### src/rtl/tri_mon_pkg.sv
// Shared types and defaults for the triangle sweep monitor.
// The error counter is only built when TRI_MON_ERRCNT_EN is defined.
package tri_mon_pkg;

  typedef enum logic [1:0] {
    ST_EMPTY,
    ST_ACQUIRE,
    ST_LOCKED
  } mon_state_e;

  localparam int unsigned DEF_WIDTH    = 4;
  localparam int unsigned DEF_LOCK_LEN = 4;
  localparam int unsigned PERIOD_W     = 16;
  localparam int unsigned ERRCNT_W     = 8;

endpackage

### src/rtl/tri_sweep_monitor_if.sv
// Sweep stream from the generator: counter value plus direction.
interface tri_sweep_if #(
  parameter int unsigned WIDTH = 4
);
  logic [WIDTH-1:0] counter;
  logic             mode;

  modport master (output counter, output mode);
  modport slave  (input  counter, input  mode);
endinterface

### src/rtl/tri_next_pred.sv
// Combinational successor of a triangle sweep sample (c, m) -> (c', m').
module tri_next_pred #(
  parameter int unsigned WIDTH = 4
) (
  input  logic [WIDTH-1:0] cnt,
  input  logic             mode,
  output logic [WIDTH-1:0] nxt_cnt,
  output logic             nxt_mode
);

  localparam logic [WIDTH-1:0] MAX = '1;

  always_comb begin
    nxt_cnt  = cnt;
    nxt_mode = mode;
    if (!mode) begin
      if (cnt == MAX) nxt_mode = 1'b1;
      else            nxt_cnt  = cnt + 1'b1;
    end else begin
      if (cnt == '0)  nxt_mode = 1'b0;
      else            nxt_cnt  = cnt - 1'b1;
    end
  end

endmodule

### src/rtl/tri_sweep_monitor.sv
// Lock/peak/trough/error checker for the triangle sweep stream.
// Optional err_count port and register under `define TRI_MON_ERRCNT_EN.
module tri_sweep_monitor
  import tri_mon_pkg::*;
#(
  parameter int unsigned WIDTH    = DEF_WIDTH,
  parameter int unsigned LOCK_LEN = DEF_LOCK_LEN
) (
  input  logic                clk_1,
  input  logic                rst,
  tri_sweep_if.slave          sw,
  input  logic                clr_err,
  output logic                locked,
  output logic                peak_p,
  output logic                trough_p,
  output logic                err_p,
  output logic                err_sticky,
  output logic [PERIOD_W-1:0] period_cnt
`ifdef TRI_MON_ERRCNT_EN
  ,
  output logic [ERRCNT_W-1:0] err_count
`endif
);

  localparam logic [WIDTH-1:0] MAX        = '1;
  localparam logic [4:0]       LOCK_LEN_V = 5'(LOCK_LEN);

  mon_state_e       state;
  logic [3:0]       run;
  logic [WIDTH-1:0] prev_cnt;
  logic             prev_mode;
  logic [WIDTH-1:0] pred_cnt;
  logic             pred_mode;
  logic             match;
  logic             new_err;

  tri_next_pred #(.WIDTH(WIDTH)) u_pred (
    .cnt      (prev_cnt),
    .mode     (prev_mode),
    .nxt_cnt  (pred_cnt),
    .nxt_mode (pred_mode)
  );

  assign match   = (sw.counter == pred_cnt) && (sw.mode == pred_mode);
  assign new_err = (state == ST_LOCKED) && !match;

  always_ff @(posedge clk_1) begin
    if (rst) begin
      state      <= ST_EMPTY;
      run        <= '0;
      prev_cnt   <= '0;
      prev_mode  <= 1'b0;
      locked     <= 1'b0;
      peak_p     <= 1'b0;
      trough_p   <= 1'b0;
      err_p      <= 1'b0;
      err_sticky <= 1'b0;
      period_cnt <= '0;
    end else begin
      prev_cnt  <= sw.counter;
      prev_mode <= sw.mode;
      peak_p    <= 1'b0;
      trough_p  <= 1'b0;
      err_p     <= 1'b0;
      // A new error overrides a simultaneous clear.
      if (new_err)      err_sticky <= 1'b1;
      else if (clr_err) err_sticky <= 1'b0;

      case (state)
        ST_EMPTY: begin
          state <= ST_ACQUIRE;
          run   <= '0;
        end
        ST_ACQUIRE: begin
          if (!match) begin
            run <= '0;
          end else if ({1'b0, run} + 5'd1 == LOCK_LEN_V) begin
            state  <= ST_LOCKED;
            locked <= 1'b1;
            run    <= '0;
          end else begin
            run <= run + 4'd1;
          end
        end
        ST_LOCKED: begin
          if (match) begin
            if (sw.counter == MAX && sw.mode)  peak_p <= 1'b1;
            if (sw.counter == '0 && !sw.mode) begin
              trough_p   <= 1'b1;
              period_cnt <= period_cnt + 1'b1;
            end
          end else begin
            err_p  <= 1'b1;
            state  <= ST_ACQUIRE;
            locked <= 1'b0;
            run    <= '0;
          end
        end
        default: begin
          state  <= ST_EMPTY;
          locked <= 1'b0;
          run    <= '0;
        end
      endcase
    end
  end

`ifdef TRI_MON_ERRCNT_EN
  always_ff @(posedge clk_1) begin
    if (rst) begin
      err_count <= '0;
    end else if (new_err) begin
      if (clr_err)             err_count <= ERRCNT_W'(1);
      else if (err_count != '1) err_count <= err_count + 1'b1;
    end else if (clr_err) begin
      err_count <= '0;
    end
  end
`endif

endmodule

### src/flat_wrapper.sv
// flat-port wrapper written by rule: the top's interface ports become plain ports
module tri_sweep_monitor_flat import tri_mon_pkg::*;
#(
  parameter int unsigned WIDTH    = DEF_WIDTH,
  parameter int unsigned LOCK_LEN = DEF_LOCK_LEN
)
  (clk_1, rst, clr_err, locked, peak_p, trough_p, err_p, err_sticky, period_cnt, sw_counter, sw_mode);
  tri_sweep_if #(.WIDTH(WIDTH)) sw_i ();
  input  logic clk_1;
  input  logic rst;
  input  logic clr_err;
  output logic locked;
  output logic peak_p;
  output logic trough_p;
  output logic err_p;
  output logic err_sticky;
  output logic [PERIOD_W-1:0] period_cnt;
  input wire logic [$bits(sw_i.counter)-1:0] sw_counter;
  input wire logic [$bits(sw_i.mode)-1:0] sw_mode;
  assign sw_i.counter = sw_counter;
  assign sw_i.mode = sw_mode;
  tri_sweep_monitor #(.WIDTH(WIDTH), .LOCK_LEN(LOCK_LEN)) u_core (.clk_1(clk_1), .rst(rst), .sw(sw_i), .clr_err(clr_err), .locked(locked), .peak_p(peak_p), .trough_p(trough_p), .err_p(err_p), .err_sticky(err_sticky), .period_cnt(period_cnt));
endmodule
### config.mk
export PLATFORM = sky130hd
export DESIGN_NAME = tri_sweep_monitor_flat
export DESIGN_NICKNAME = d
export VERILOG_FILES = /design/src/rtl/tri_mon_pkg.sv /design/src/rtl/tri_sweep_monitor_if.sv /design/src/rtl/tri_next_pred.sv /design/src/rtl/tri_sweep_monitor.sv /design/src/flat_wrapper.sv
export SDC_FILE = /design/constraint.sdc
export NUM_CORES = 1
export LEC_CHECK = 0
export ABC_AREA = 1
export CORE_UTILIZATION = 45
export DETAILED_ROUTE_END_ITERATION = 8
export GPL_TIMING_DRIVEN = 0
export PLACE_DENSITY = 0.71
export SLEW_MARGIN = 30
export SYNTH_ARGS = -nofsm -noshare
export SYNTH_HDL_FRONTEND = slang
export SYNTH_SLANG_ARGS = --single-unit
### constraint.sdc
create_clock -name clk_1 -period 1.8 [get_ports clk_1]
set_input_delay 0.36 -clock clk_1 [delete_from_list [all_inputs] [get_ports clk_1]]
set_output_delay 0.36 -clock clk_1 [all_outputs]
set_load 0.1 [all_outputs]
# After elaboration in Yosys (flattened, before gate mapping)
# Index checks and enable logic that the tools add are counted.
classes:
  n_addsub: 5
  eq_ne: 10
  n_mux: 23
  n_bitwise: 3
  reduce_logical: 15
ops:
  columns: ["op", "n"]
  rows:
  - ["4-bit 2-to-1 mux", 6]
  - ["16-bit by 1-bit adder with 16-bit output (second input constant)", 1]
  - ["1-bit 2-to-1 mux", 11]
  - ["4-bit by 1-bit adder with 4-bit output (second input constant)", 2]
  - ["4-bit == test (second input constant)", 2]
  - ["4-bit zero test", 2]
  - ["4-bit case mux with 2 select lines", 1]
  - ["2-bit 2-to-1 mux", 3]
  - ["2-bit case mux with 3 select lines", 1]
  - ["3-bit AND reduction", 2]
  - ["4-bit by 1-bit adder with 5-bit output (second input constant)", 1]
  - ["5-bit by 3-bit == test with 1-bit output (second input constant)", 1]
  - ["4-bit == test", 1]
  - ["1-bit logical AND", 4]
  - ["2-bit by 1-bit != test with 1-bit output (second input constant)", 2]
  - ["4-bit AND reduction", 1]
  - ["4-bit by 1-bit subtractor with 4-bit output (second input constant)", 1]
  - ["1-bit NOT", 3]
  - ["1-bit case mux with 3 select lines", 1]
  - ["3-bit OR reduction", 1]
  - ["2-bit by 1-bit == test with 1-bit output (second input constant)", 1]
  - ["2-bit == test (second input constant)", 1]
  - ["1-bit zero test", 2]
  - ["2-bit zero test", 1]
  - ["other kinds (4)", 4]
totals:
  register_bits: 32
  in_bits: 8
  wordCells: 66

# Logic depth before layout (Yosys ltp)
# Gate-level depths: netlist of the first run.
logic_depth:
  ltp_word: 8
  mapped_depth: 14

# Modules after synthesis
# Synthesis of the first run repeated with hierarchy kept, for this count alone.
hier_totals:
  hier_cells: 260
  area_unflattened_um2: 1821.7
modules_own_cells:
  columns: ["mod", "instances", "cells_per_inst", "area_per_inst_um2"]
  rows:
  - ["tri_sweep_monitor", 1, 219, 1600.3]
  - ["tri_next_pred", 1, 41, 221.5]

# Least setup slack after synthesis of the first run
# No wires, ideal clock.
synth_path:
  kind: "flip-flop to flip-flop"
  start: "register u_core.period_cnt[0]"
  end: "register u_core.period_cnt[14]"
  arrival_ps: 2075
  path_slack_ps: -345
  stages_incl_launch_ff: 8
  path_buffers: 0
  period_less_slack_ps: 2145
  cell_sequence: "dfxtp_1 > ha_1 > nand3_1 > nor2_1 > nand3_1 > xnor2_1 > nand3_1 > a21oi_1"
synth_between:
  elab_chain_len: 1
synth_rtl:
  columns: ["element", "line", "rtl"]
  rows:
  - ["start: declaration", "tri_sweep_monitor.sv:18", "output logic [PERIOD_W-1:0] period_cnt"]
  - ["start signal: assignment", "tri_sweep_monitor.sv:90", "period_cnt <= period_cnt + 1'b1;"]
  - ["16-bit by 1-bit adder with 16-bit output", "tri_sweep_monitor.sv:90", null]
# Every way passes these cells.
# A chain may end at the register's enable or synchronous reset.

# Worst setup path after layout of the first run
layout_path:
  start: "register u_core.prev_cnt[0]"
  end: "register u_core.period_cnt[7]"
layout_between:
  elab_chain_len: 6
layout_rtl:
  columns: ["element", "line", "rtl"]
  rows:
  - ["start: declaration", "tri_sweep_monitor.sv:30", "logic [WIDTH-1:0] prev_cnt;"]
  - ["start signal: assignment", "tri_sweep_monitor.sv:60", "prev_cnt <= sw.counter;"]
  - ["4-bit by 1-bit adder with 4-bit output (tied with other cells)", "tri_next_pred.sv:18", "else nxt_cnt = cnt + 1'b1;"]
  - ["4-bit 2-to-1 mux (tied with other cells)", "tri_next_pred.sv:17", "if (cnt == MAX) nxt_mode = 1'b1;"]
  - ["4-bit 2-to-1 mux / 1-bit 2-to-1 mux (equally long branches)", "tri_next_pred.sv:16", "if (!mode) begin"]
  - ["4-bit == test / 1-bit == test (equally long branches)", "tri_sweep_monitor.sv:44", "assign match = (sw.counter == pred_cnt) && (sw.mode == pred_mode);"]
  - ["1-bit logical AND (*)", "tri_sweep_monitor.sv:44", null]
  - ["3-bit AND reduction (no line) (*)", null, null]
# Mark *: on every way between the ends. The rest lies on a longest branch, timed or not.

==> results.json, run 1 <==
{
  "antenna_cells": 0,
  "cap_violations": 0,
  "ys_seq_area_share_pct": 33.4,
  "violations": "setup timing",
  "maxSlewViolCount": 0,
  "final.setup_skew_ns": 0.00784,
  "setup_violations": 21,
  "initial_utilization_pct": 47.3,
  "area_growth_pct": 48.6,
  "drtAntennaViolNets": 0,
  "ys_seq_elements": 32,
  "synth_cell_types": 24,
  "drtPass1Iterations": 4,
  "hpwl_um": 3170,
  "yosys_warnings": 0,
  "nets": 349,
  "cp_max_fo": 7,
  "crit_type": "reg -> reg",
  "r2r_setup_slack_ns": -0.08,
  "cts_root_buffer": "clkbuf_8",
  "grt_antenna_before_repair": 0,
  "clkSinkCount": 32,
  "p_seq_share_pct": 47.4,
  "tritoncts": "yes",
  "post-place-ws_ns": -0.495,
  "clock_latency_ns": 0.27,
  "min-delay-start": "u_core.err_sticky",
  "grt_remaining_overflow": 0,
  "die_area_um2": 4530,
  "reg2reg_depth": 13,
  "power_switching_w": 0.000407,
  "place_congestion": 0.893,
  "first_iter_violations": 132,
  "die_w_um": 67.3,
  "clkTransAtPathRegs_ns": 0.07,
  "syn_nets": 295,
  "grt_max_degree": 11,
  "min_period_over_period_pct": 105,
  "num_rows": 23,
  "htreeDepth": 2,
  "power_switching_share_pct": 26.6,
  "placed_area_um2": 2300,
  "drive_gt1_share_pct": 40.8,
  "vias": 1994,
  "placeableCoreArea_um2": 4060,
  "design_area_um2": 2850,
  "rsz0062_at_grt": "yes",
  "whs_endpoint": "u_core.err_sticky",
  "die_y_um": 67.3,
  "clock_path_buffers": 2,
  "synthCells": 283,
  "drc_errors": 0,
  "r2r-end": "u_core.period_cnt[7]",
  "slew_headroom_pct": 37.2,
  "period_needed_ns": 1.88,
  "p_int_w": 0.00113,
  "setup_ws_ns": -0.0821,
  "grt.total_usage_pct": 22.6,
  "arrival_ns": 2.01,
  "final_hold_viol_count": 0,
  "cp-start-kind": "flop",
  "power_frac_comb_pct": 16.1,
  "status": "complete, but fails checks",
  "via_per_inst": 5.14,
  "crit_required_ns": 1.93,
  "ctsHoldBuffers": 0,
  "postRouteWirelength_um": 5050,
  "avgSynthCellArea_um2": 6.78,
  "powerDensity_nw_per_um2": 538,
  "cts_made_buffers": 5,
  "synthesis.area_um2": 1920,
  "hold_path_depth": 2,
  "min_path_type": "reg -> reg",
  "regToRegStartpoint": "u_core.prev_cnt[0]",
  "end_kind": "flop",
  "p_leak_nw": 1.15,
  "port_buffers": 27,
  "clockPowerShare_pct": 36.5,
  "grt_pass1_vias": 1795,
  "wl_per_cell_um": 13.0,
  "io_pins": 29,
  "ir_drop_mv": 0.557,
  "timing.hold.ws_ns": 0.466,
  "worst_pin_slew_ns": 0.946,
  "grt_pass1_wl_um": 7730,
  "max_freq_mhz": 531
}
-- cells in the mapped netlist --
cell type,n,area (µm²)
nor3_2,2,20.0
nand3b_1,2,15.0
xnor2_1,9,78.8
xor2_1,8,70.1
buf_6,2,22.5
nor2_8,1,20.0
inv_2,2,7.51
o21ai_0,2,10.0
nand2_1,74,278
nand3_2,6,60.1
a21oi_1,18,90.1
buf_2,2,10.0
nand2_2,2,12.5
inv_1,28,105
o211ai_2,1,12.5
nor2_1,30,113
nor2_2,1,6.26
dfxtp_1,32,641
clkbuf_1,4,15.0
nand3_1,40,200
nand4_1,8,50.1
nand2_4,1,11.3
nor3_1,4,20.0
ha_1,4,50.1
-- cells by family (layout without fill, tap and decap cells) --
family | Yosys count | after routing | share of synthesized area [%]
buf+inv | 38 | 93 | 8.35
simple gates | 171 | 171 | 42.0
fa+ha+maj | 4 | 4 | 2.61
flops | 32 | 32 | 33.4
compound gates | 21 | 21 | 5.87
xor+xnor | 17 | 17 | 7.76
-- area by class of cell --
cell class / instances / area, µm²
Buffer: 8 / 53.8
Sequential cell: 32 / 668
Multi-Input combinational cell: 213 / 1410
Inverter: 30 / 118
Timing Repair Buffer: 47 / 447
Tap cell: 50 / 62.6
Clock buffer: 8 / 90.1
Fill cell: 328 / 1210
-- repair_timing --
action,4_1_cts,5_1_grt
setup endpoints to repair,44,29
gates cloned,1,0
pin swaps,18,15
setup buffers,15,4
resized for setup,106,37
-- how the worst max path moves through the flow --
| stage | slack (ns) | cells past startpoint | from | end |
|---|---|---|---|---|
| 2_1_floorplan | 0.002 | 14 | u_core.prev_cnt[0] | u_core.period_cnt[15] |
| 3_3_place_gp | -0.45 | 7 | sw_counter[3] | u_core.period_cnt[4] |
| 3_5_place_dp | -0.50 | 7 | sw_counter[3] | u_core.period_cnt[12] |
| 4_1_cts | -0.08 | 14 | u_core.prev_cnt[0] | u_core.period_cnt[9] |
| 5_1_grt | -0.17 | 12 | u_core.prev_cnt[0] | u_core.period_cnt[9] |
| 6_report | -0.08 | 13 | u_core.prev_cnt[0] | u_core.period_cnt[7] |
-- stage by stage --
stage,total power [W],util (%),TNS (ns),cells
2_1_floorplan,0.000863,-,0,283
3_3_place_gp,0.000903,56.6,-8.86,360
3_5_place_dp,0.000906,56.6,-9.84,360
4_1_cts,0.00150,66.6,-0.805,384
5_1_grt,0.00159,70.2,-3.32,388
6_report,0.00153,70.2,-1.04,388
-- power by group through the flow --
stage | sequential, W | clock, W | combinational [W]
floorplan | 0.000739 | 0 | 0.000124
global placement | 0.000741 | 0 | 0.000162
detailed placement | 0.000741 | 0 | 0.000165
CTS | 0.000725 | 0.000577 | 0.000196
global route | 0.000727 | 0.000600 | 0.000267
finish | 0.000727 | 0.000560 | 0.000247
-- registers in the layout, indices dropped and copies added (netlist names) --
signal and flops:
u_core.period_cnt 16, u_core.locked 1, u_core.trough_p 1, u_core.err_p 1, u_core.prev_mode 1, u_core.peak_p 1
u_core.prev_cnt 4, u_core.run 4, u_core.err_sticky 1, u_core.state 2
-- placed cells by master, fill, tap and decap left out, types with 3 or more instances in the layout --
| master | netlist | routed |
|---|---|---|
| clkdlybuf4s50_1 | 0 | 6 |
| a21oi_2 | 0 | 15 |
| nand2_1 | 74 | 50 |
| dfxtp_1 | 32 | 14 |
| nor2_4 | 0 | 3 |
| nor3_1 | 4 | 4 |
| nand2_4 | 1 | 6 |
| inv_1 | 28 | 23 |
| clkbuf_8 | 0 | 6 |
| clkbuf_2 | 0 | 3 |
| nand3_2 | 6 | 6 |
| buf_4 | 0 | 14 |
| xnor2_1 | 9 | 8 |
| inv_2 | 2 | 5 |
| xor2_1 | 8 | 8 |
| clkdlybuf4s15_2 | 0 | 16 |
| nand3_1 | 40 | 35 |
| clkbuf_1 | 4 | 6 |
| a21oi_1 | 18 | 3 |
| nor2_1 | 30 | 27 |
| nand4_1 | 8 | 8 |
| nand2_2 | 2 | 20 |
| nand3_4 | 0 | 5 |
| dfxtp_2 | 0 | 16 |
| buf_6 | 2 | 7 |
-- critical path, stage by stage, from the launching register on --
cell	delay, ns
dfxtp_4	0.37
ha_4	0.18
nand3_4	0.10
nand2_4	0.07
buf_4	0.14
nand2_1	0.06
nand2_1	0.07
nand2_2	0.09
nand3_4	0.10
nor2_8	0.21
nand2_8	0.10
buf_6	0.15
nand2_2	0.06
a21oi_2	0.04
-- metal layers --
metal	wire, µm	vias to the layer above	global-route usage (%)
li1	-	1028	-
met1	2330	924	29.4
met2	2510	40	37.6
met3	175	2	4.22
met4	29	0	6.65
met5	0	-	0
Power figures use the tool's default switching activity.
==> inputs of run 2 (changes only) <==
Settings changed: CTS_BUF_LIST set to sky130_fd_sc_hd__clkbuf_4 sky130_fd_sc_hd__clkbuf_8.
==> run 2 against run 1 <==
- the run still ends with setup timing left
- worst setup slack got worse by 0.027 ns
- sequential share of layout area fell by 0.31 points
- critical path type unchanged
- largest cell class unchanged
- clock power rose by 5.2%
- power rose by 2.4%
==> results.json, run 2 (synthesized netlist as in run 1, its figures left out) <==
{
  "placeableCoreArea_um2": 4060,
  "regToRegStartpoint": "u_core.prev_cnt[0]",
  "hpwl_um": 3170,
  "worst_pin_slew_ns": 0.946,
  "vias": 2054,
  "slew_headroom_pct": 37.2,
  "setup_ws_ns": -0.109,
  "crit_type": "reg -> reg",
  "slowest_stage": "dfxtp_4",
  "violations": "setup timing",
  "cts_root_buffer": "clkbuf_8",
  "fin_cells": 389,
  "nets": 350,
  "clkSinkCount": 32,
  "first_iter_violations": 128,
  "cp_max_fo": 7,
  "max_freq_mhz": 524,
  "antenna_cells": 0,
  "clock_path_buffers": 2,
  "final_common_cell": "nand2_1",
  "postRouteWirelength_um": 5090,
  "htreeDepth": 2,
  "setup_violations": 22,
  "drtPass1Iterations": 4,
  "ctsHoldBuffers": 0,
  "path_buf_inv": 2,
  "clkTransAtPathRegs_ns": 0.07,
  "grt_use_met3_pct": 4.22,
  "crit_required_ns": 1.93,
  "wl_per_cell_um": 13.1,
  "cts_made_buffers": 5,
  "drtAntennaViolNets": 0,
  "post-place-cells": 360,
  "top_regs": "u_core.period_cnt x16, u_core.prev_cnt x4, u_core.run x4",
  "grt_pass1_wl_um": 7780,
  "grt_antenna_before_repair": 0,
  "largest_reg_flops": 16,
  "min-delay-start": "u_core.run[2]",
  "min_period_over_period_pct": 106,
  "final_cell_mix": "nand2_1, nand3_1, nor2_1, inv_1, nand2_2",
  "die_w_um": 67.3,
  "regMostFlops": "u_core.period_cnt",
  "r2r-end": "u_core.period_cnt[7]",
  "period_needed_ns": 1.91,
  "grt_busiest_layer": "met2",
  "ir_drop_mv": 0.553,
  "arrival_ns": 2.04,
  "status": "complete, but fails checks",
  "cp_top_family": "simple AND/OR/NAND/NOR gates",
  "clock_latency_ns": 0.27,
  "use_met1_pct": 29.4,
  "min_path_type": "reg -> reg",
  "use_met2_pct": 38.3,
  "io_pins": 29,
  "slowest_delay_ns": 0.39,
  "finalPower_w": 0.00157,
  "grt.total_usage_pct": 22.7,
  "final.setup_skew_ns": 0.00809,
  "critPathMostFrequentCell": "nand2_2",
  "cp-start-kind": "flop",
  "cp_cell_sequence": "buf_4 > nand3_1 > nor2_2 > nor2_2 > nand2_2 > nand2_2 > nand2_2 > nand3_4 > nor2_8 > nand2_8 > buf_6 > nand2_2 > a21oi_2",
  "grt_remaining_overflow": 0,
  "end_kind": "flop",
  "p_leak_nw": 1.17,
  "grt_max_degree": 11,
  "cap_violations": 0,
  "via_per_inst": 5.28,
  "maxSlewViolCount": 0,
  "area_growth_pct": 50.6,
  "port_buffers": 27,
  "die_y_um": 67.3,
  "drc_errors": 0,
  "grt_pass1_vias": 1813,
  "powerDensity_nw_per_um2": 543,
  "rsz0062_at_grt": "yes",
  "tritoncts": "yes",
  "reg2reg_depth": 13,
  "place_congestion": 0.893,
  "die_area_um2": 4530,
  "initial_utilization_pct": 47.3,
  "hold_path_depth": 2,
  "num_rows": 23,
  "drive_gt1_share_pct": 42.8,
  "r2r_setup_slack_ns": -0.11,
  "final_hold_viol_count": 0,
  "whs_endpoint": "u_core.run[2]"
}
run 2: cell count changes in the layout (fill, tap and decap cells not counted), sizes merged:
cell    delta
clkbuf     +1
run 2: layout make-up:
cell class	count	area, µm²
Buffer	8	60.1
Clock buffer	8	97.6
Fill cell	308	1170
Inverter	30	118
Multi-Input combinational cell	213	1430
Sequential cell	32	668
Tap cell	50	62.6
Timing Repair Buffer	48	454
run 2: tightest hold or removal path: cells and delay by family (launching register included):
| family | cells | cell delay (ns) |
|---|---|---|
| AND/OR/NAND/NOR | 2 | 0.10 |
| flip-flops | 1 | 0.32 |
run 2: worst max-delay path by stage:
stage / start / end / slack, ns / depth (start not counted)
finish: u_core.prev_cnt[0] / u_core.period_cnt[7] / -0.11 / 13
global route: u_core.prev_cnt[0] / u_core.period_cnt[7] / -0.20 / 13
CTS: u_core.prev_cnt[0] / u_core.period_cnt[9] / -0.08 / 14
detailed placement: sw_counter[3] / u_core.period_cnt[12] / -0.50 / 7
global placement: sw_counter[3] / u_core.period_cnt[4] / -0.45 / 7
floorplan: u_core.prev_cnt[0] / u_core.period_cnt[15] / 0.002 / 14
run 2: metal layers:
layer	wire length [µm]	up-vias
met5	0	-
met4	44	0
met3	240	4
met2	2510	61
met1	2300	956
li1	-	1033
run 2: timing repair:
item                       in CTS  in global routing
setup endpoints to repair      44                 29
gates cloned                    1                  0
pin swaps                      18                 17
buffers inserted               15                  5
gates resized for setup       106                 44
hold endpoints to repair        0                  0
run 2: power breakdown:
part / internal [W] / switching, W / leakage (nW) / total (W)
logic: 0.000103 / 0.000150 / 0.848 / 0.000253
clock network: 0.000342 / 0.000248 / 0.0523 / 0.000589
registers: 0.000715 / 0.0000124 / 0.268 / 0.000727
run 2: through the flow:
step / utilization [%] / cell area [µm²] / TNS [ns] / setup WS, ns / hold slack, ns
5_1_grt: 71.2 / 2890 / -4.18 / -0.205 / 0.500
2_1_floorplan: - / 1960 / 0 / 0.00167 / 0.432
6_report: 71.2 / 2890 / -1.60 / -0.109 / 0.464
4_1_cts: 66.8 / 2710 / -0.796 / -0.0781 / 0.460
3_5_place_dp: 56.6 / 2300 / -9.84 / -0.495 / 0.451
3_3_place_gp: 56.6 / 2300 / -8.86 / -0.452 / 0.452
==> inputs of run 3 (changes only) <==
Settings changed: CAP_MARGIN set to 15, REMOVE_ABC_BUFFERS set to 1, TNS_END_PERCENT set to 1.
==> run 3 against run 2 <==
- the run still ends with setup timing left
- routed wire length shrank 5.9%
- fmax shrank 1.3%
- non-clock buffer count shrank 15
- clock skew shrank 0.0042 ns
- worst hold slack is essentially flat
- die area is the same
- utilization shrank 6.2 points
- flip-flop and latch count is the same
- worst setup slack lost 0.024 ns
==> results.json, run 3 (synthesized netlist as in run 1, its figures left out) <==
{
  "status": "complete, but fails checks",
  "violations": "setup timing",
  "final_hold_viol_count": 0,
  "clock_path_buffers": 2,
  "num_rows": 23,
  "grt.total_usage_pct": 21.7,
  "final_common_cell": "nand2_1",
  "path_depth": 13,
  "setup_ws_ns": -0.134,
  "tritoncts": "yes",
  "die_area_um2": 4530,
  "use_met2_pct": 35.1,
  "drtPass1Iterations": 4,
  "clock_latency_ns": 0.29,
  "slew_headroom_pct": 37.5,
  "cp_top_family": "simple AND/OR/NAND/NOR gates",
  "max_freq_mhz": 517,
  "port_buffers": 28,
  "grt_pass1_wl_um": 7340,
  "use_met1_pct": 27.5,
  "drc_errors": 0,
  "period_needed_ns": 1.93,
  "nets": 337,
  "drtAntennaViolNets": 0,
  "p_leak_nw": 1.08,
  "area_growth_pct": 37.5,
  "ir_drop_mv": 0.412,
  "drive_gt1_share_pct": 28.8,
  "min-delay-start": "u_core.state[0]",
  "placeableCoreArea_um2": 4060,
  "clkTransAtPathRegs_ns": 0.07,
  "setup_violations": 20,
  "grt_pass1_vias": 1663,
  "hpwl_um": 3030,
  "post-route-util_pct": 65.0,
  "end_kind": "flop",
  "via_per_inst": 5.11,
  "final.setup_skew_ns": 0.00388,
  "place_congestion": 0.875,
  "slowest_delay_ns": 0.39,
  "cp_cell_sequence": "inv_4 > ha_4 > inv_2 > nand2_2 > nand2_1 > nand2_1 > nand3_2 > nand2_2 > nand3_4 > nor2_4 > nand2_4 > nand2_1 > a21oi_1",
  "grt_use_met3_pct": 3.72,
  "worst_pin_slew_ns": 0.941,
  "powerDensity_nw_per_um2": 590,
  "cp_max_fo": 8,
  "ctsHoldBuffers": 0,
  "wl_per_cell_um": 12.7,
  "maxSlewViolCount": 0,
  "htreeDepth": 2,
  "io_pins": 29,
  "regToRegStartpoint": "u_core.prev_cnt[1]",
  "initial_utilization_pct": 47.3,
  "grt_remaining_overflow": 0,
  "fill_cells": 349,
  "top_regs": "u_core.period_cnt x16, u_core.prev_cnt x4, u_core.run x4",
  "grt_busiest_layer": "met2",
  "fin_tns_setup_ns": -1.66,
  "post-place-cells": 353,
  "grt_max_degree": 26,
  "r2r_setup_slack_ns": -0.13,
  "timing.hold.ws_ns": 0.464,
  "die_w_um": 67.3,
  "crit_required_ns": 1.95,
  "vias": 1921,
  "cts_made_buffers": 5,
  "cts_root_buffer": "clkbuf_8",
  "hold_path_depth": 1,
  "antenna_cells": 0,
  "crit_type": "reg -> reg",
  "regMostFlops": "u_core.period_cnt",
  "reg2reg_depth": 13,
  "slowest_stage": "dfxtp_4",
  "cap_violations": 0,
  "min_period_over_period_pct": 107,
  "arrival_ns": 2.09,
  "final_cell_mix": "nand2_1, nand3_1, nor2_1, dfxtp_1, inv_1",
  "postRouteWirelength_um": 4790,
  "min_path_type": "reg -> reg",
  "path_buf_inv": 2,
  "whs_endpoint": "u_core.state[0]",
  "first_iter_violations": 125,
  "largest_reg_flops": 16,
  "r2r-end": "u_core.period_cnt[2]",
  "finalPower_w": 0.00155,
  "critPathMostFrequentCell": "nand2_1",
  "rsz0062_at_grt": "yes",
  "grt_antenna_before_repair": 0,
  "clkSinkCount": 32,
  "die_y_um": 67.3,
  "cp-start-kind": "flop",
  "fin_cells": 376
}
run 3: cell count changes in the layout (fill, tap and decap cells not counted), sizes merged:
| cell | before | now |
|---|---|---|
| buf | 23 | 14 |
| clkbuf | 17 | 9 |
| clkdlybuf4s15 | 17 | 20 |
| dlygate4sd2 | 1 | 0 |
| nand2 | 77 | 78 |
| nor2 | 32 | 33 |
run 3: report_power, final:
group / leakage, nW / switching [W] / internal [W]
Clock: 0.0523 / 0.000266 / 0.000342
Sequential: 0.261 / 0.0000147 / 0.000715
Combinational: 0.769 / 0.000134 / 0.0000842
run 3: routing by layer:
metal | wire, µm | vias up
li1 | - | 999
met1 | 2230 | 870
met2 | 2240 | 43
met3 | 217 | 9
met4 | 98 | 0
met5 | 0 | -
run 3: cell type report:
| cell class | count | area (µm²) | area share, % |
|---|---|---|---|
| Multi-Input combinational cell | 215 | 1310 | 49.6 |
| Inverter | 30 | 118 | 4.46 |
| Clock buffer | 8 | 97.6 | 3.70 |
| Tap cell | 50 | 62.6 | 2.37 |
| Sequential cell | 32 | 651 | 24.7 |
| Timing Repair Buffer | 41 | 402 | 15.2 |
run 3: through the flow:
step | instance area (µm²) | setup slack [ns]
finish | 2640 | -0.134
global placement | 2210 | -0.865
global route | 2640 | -0.205
detailed placement | 2220 | -0.557
floorplan | 1870 | -0.365
CTS | 2410 | -0.208
run 3: worst reg2reg max path: stages, from the launching register on:
cell and delay [ns]:
dfxtp_4 0.39, inv_4 0.06, ha_4 0.26, inv_2 0.03, nand2_2 0.05, nand2_1 0.06
nand2_1 0.07, nand3_2 0.06, nand2_2 0.11, nand3_4 0.13, nor2_4 0.28, nand2_4 0.15
nand2_1 0.09, a21oi_1 0.06
run 3: repair_timing:
item,CTS,global route
cloned,0,2
setup endpoints to repair,48,29
gates resized for setup,72,44
setup buffers,4,9
pin swaps,3,31
run 3: worst max path at each step:
| stage | start | end | slack (ns) |
|---|---|---|---|
| global placement | sw_counter[2] | u_core.period_cnt[14] | -0.87 |
| CTS | sw_counter[3] | u_core.period_cnt[15] | -0.21 |
| floorplan | u_core.period_cnt[0] | u_core.period_cnt[14] | -0.37 |
| detailed placement | sw_counter[2] | u_core.period_cnt[2] | -0.56 |
| global route | u_core.prev_cnt[1] | u_core.period_cnt[5] | -0.21 |
| finish | u_core.prev_cnt[1] | u_core.period_cnt[2] | -0.13 |
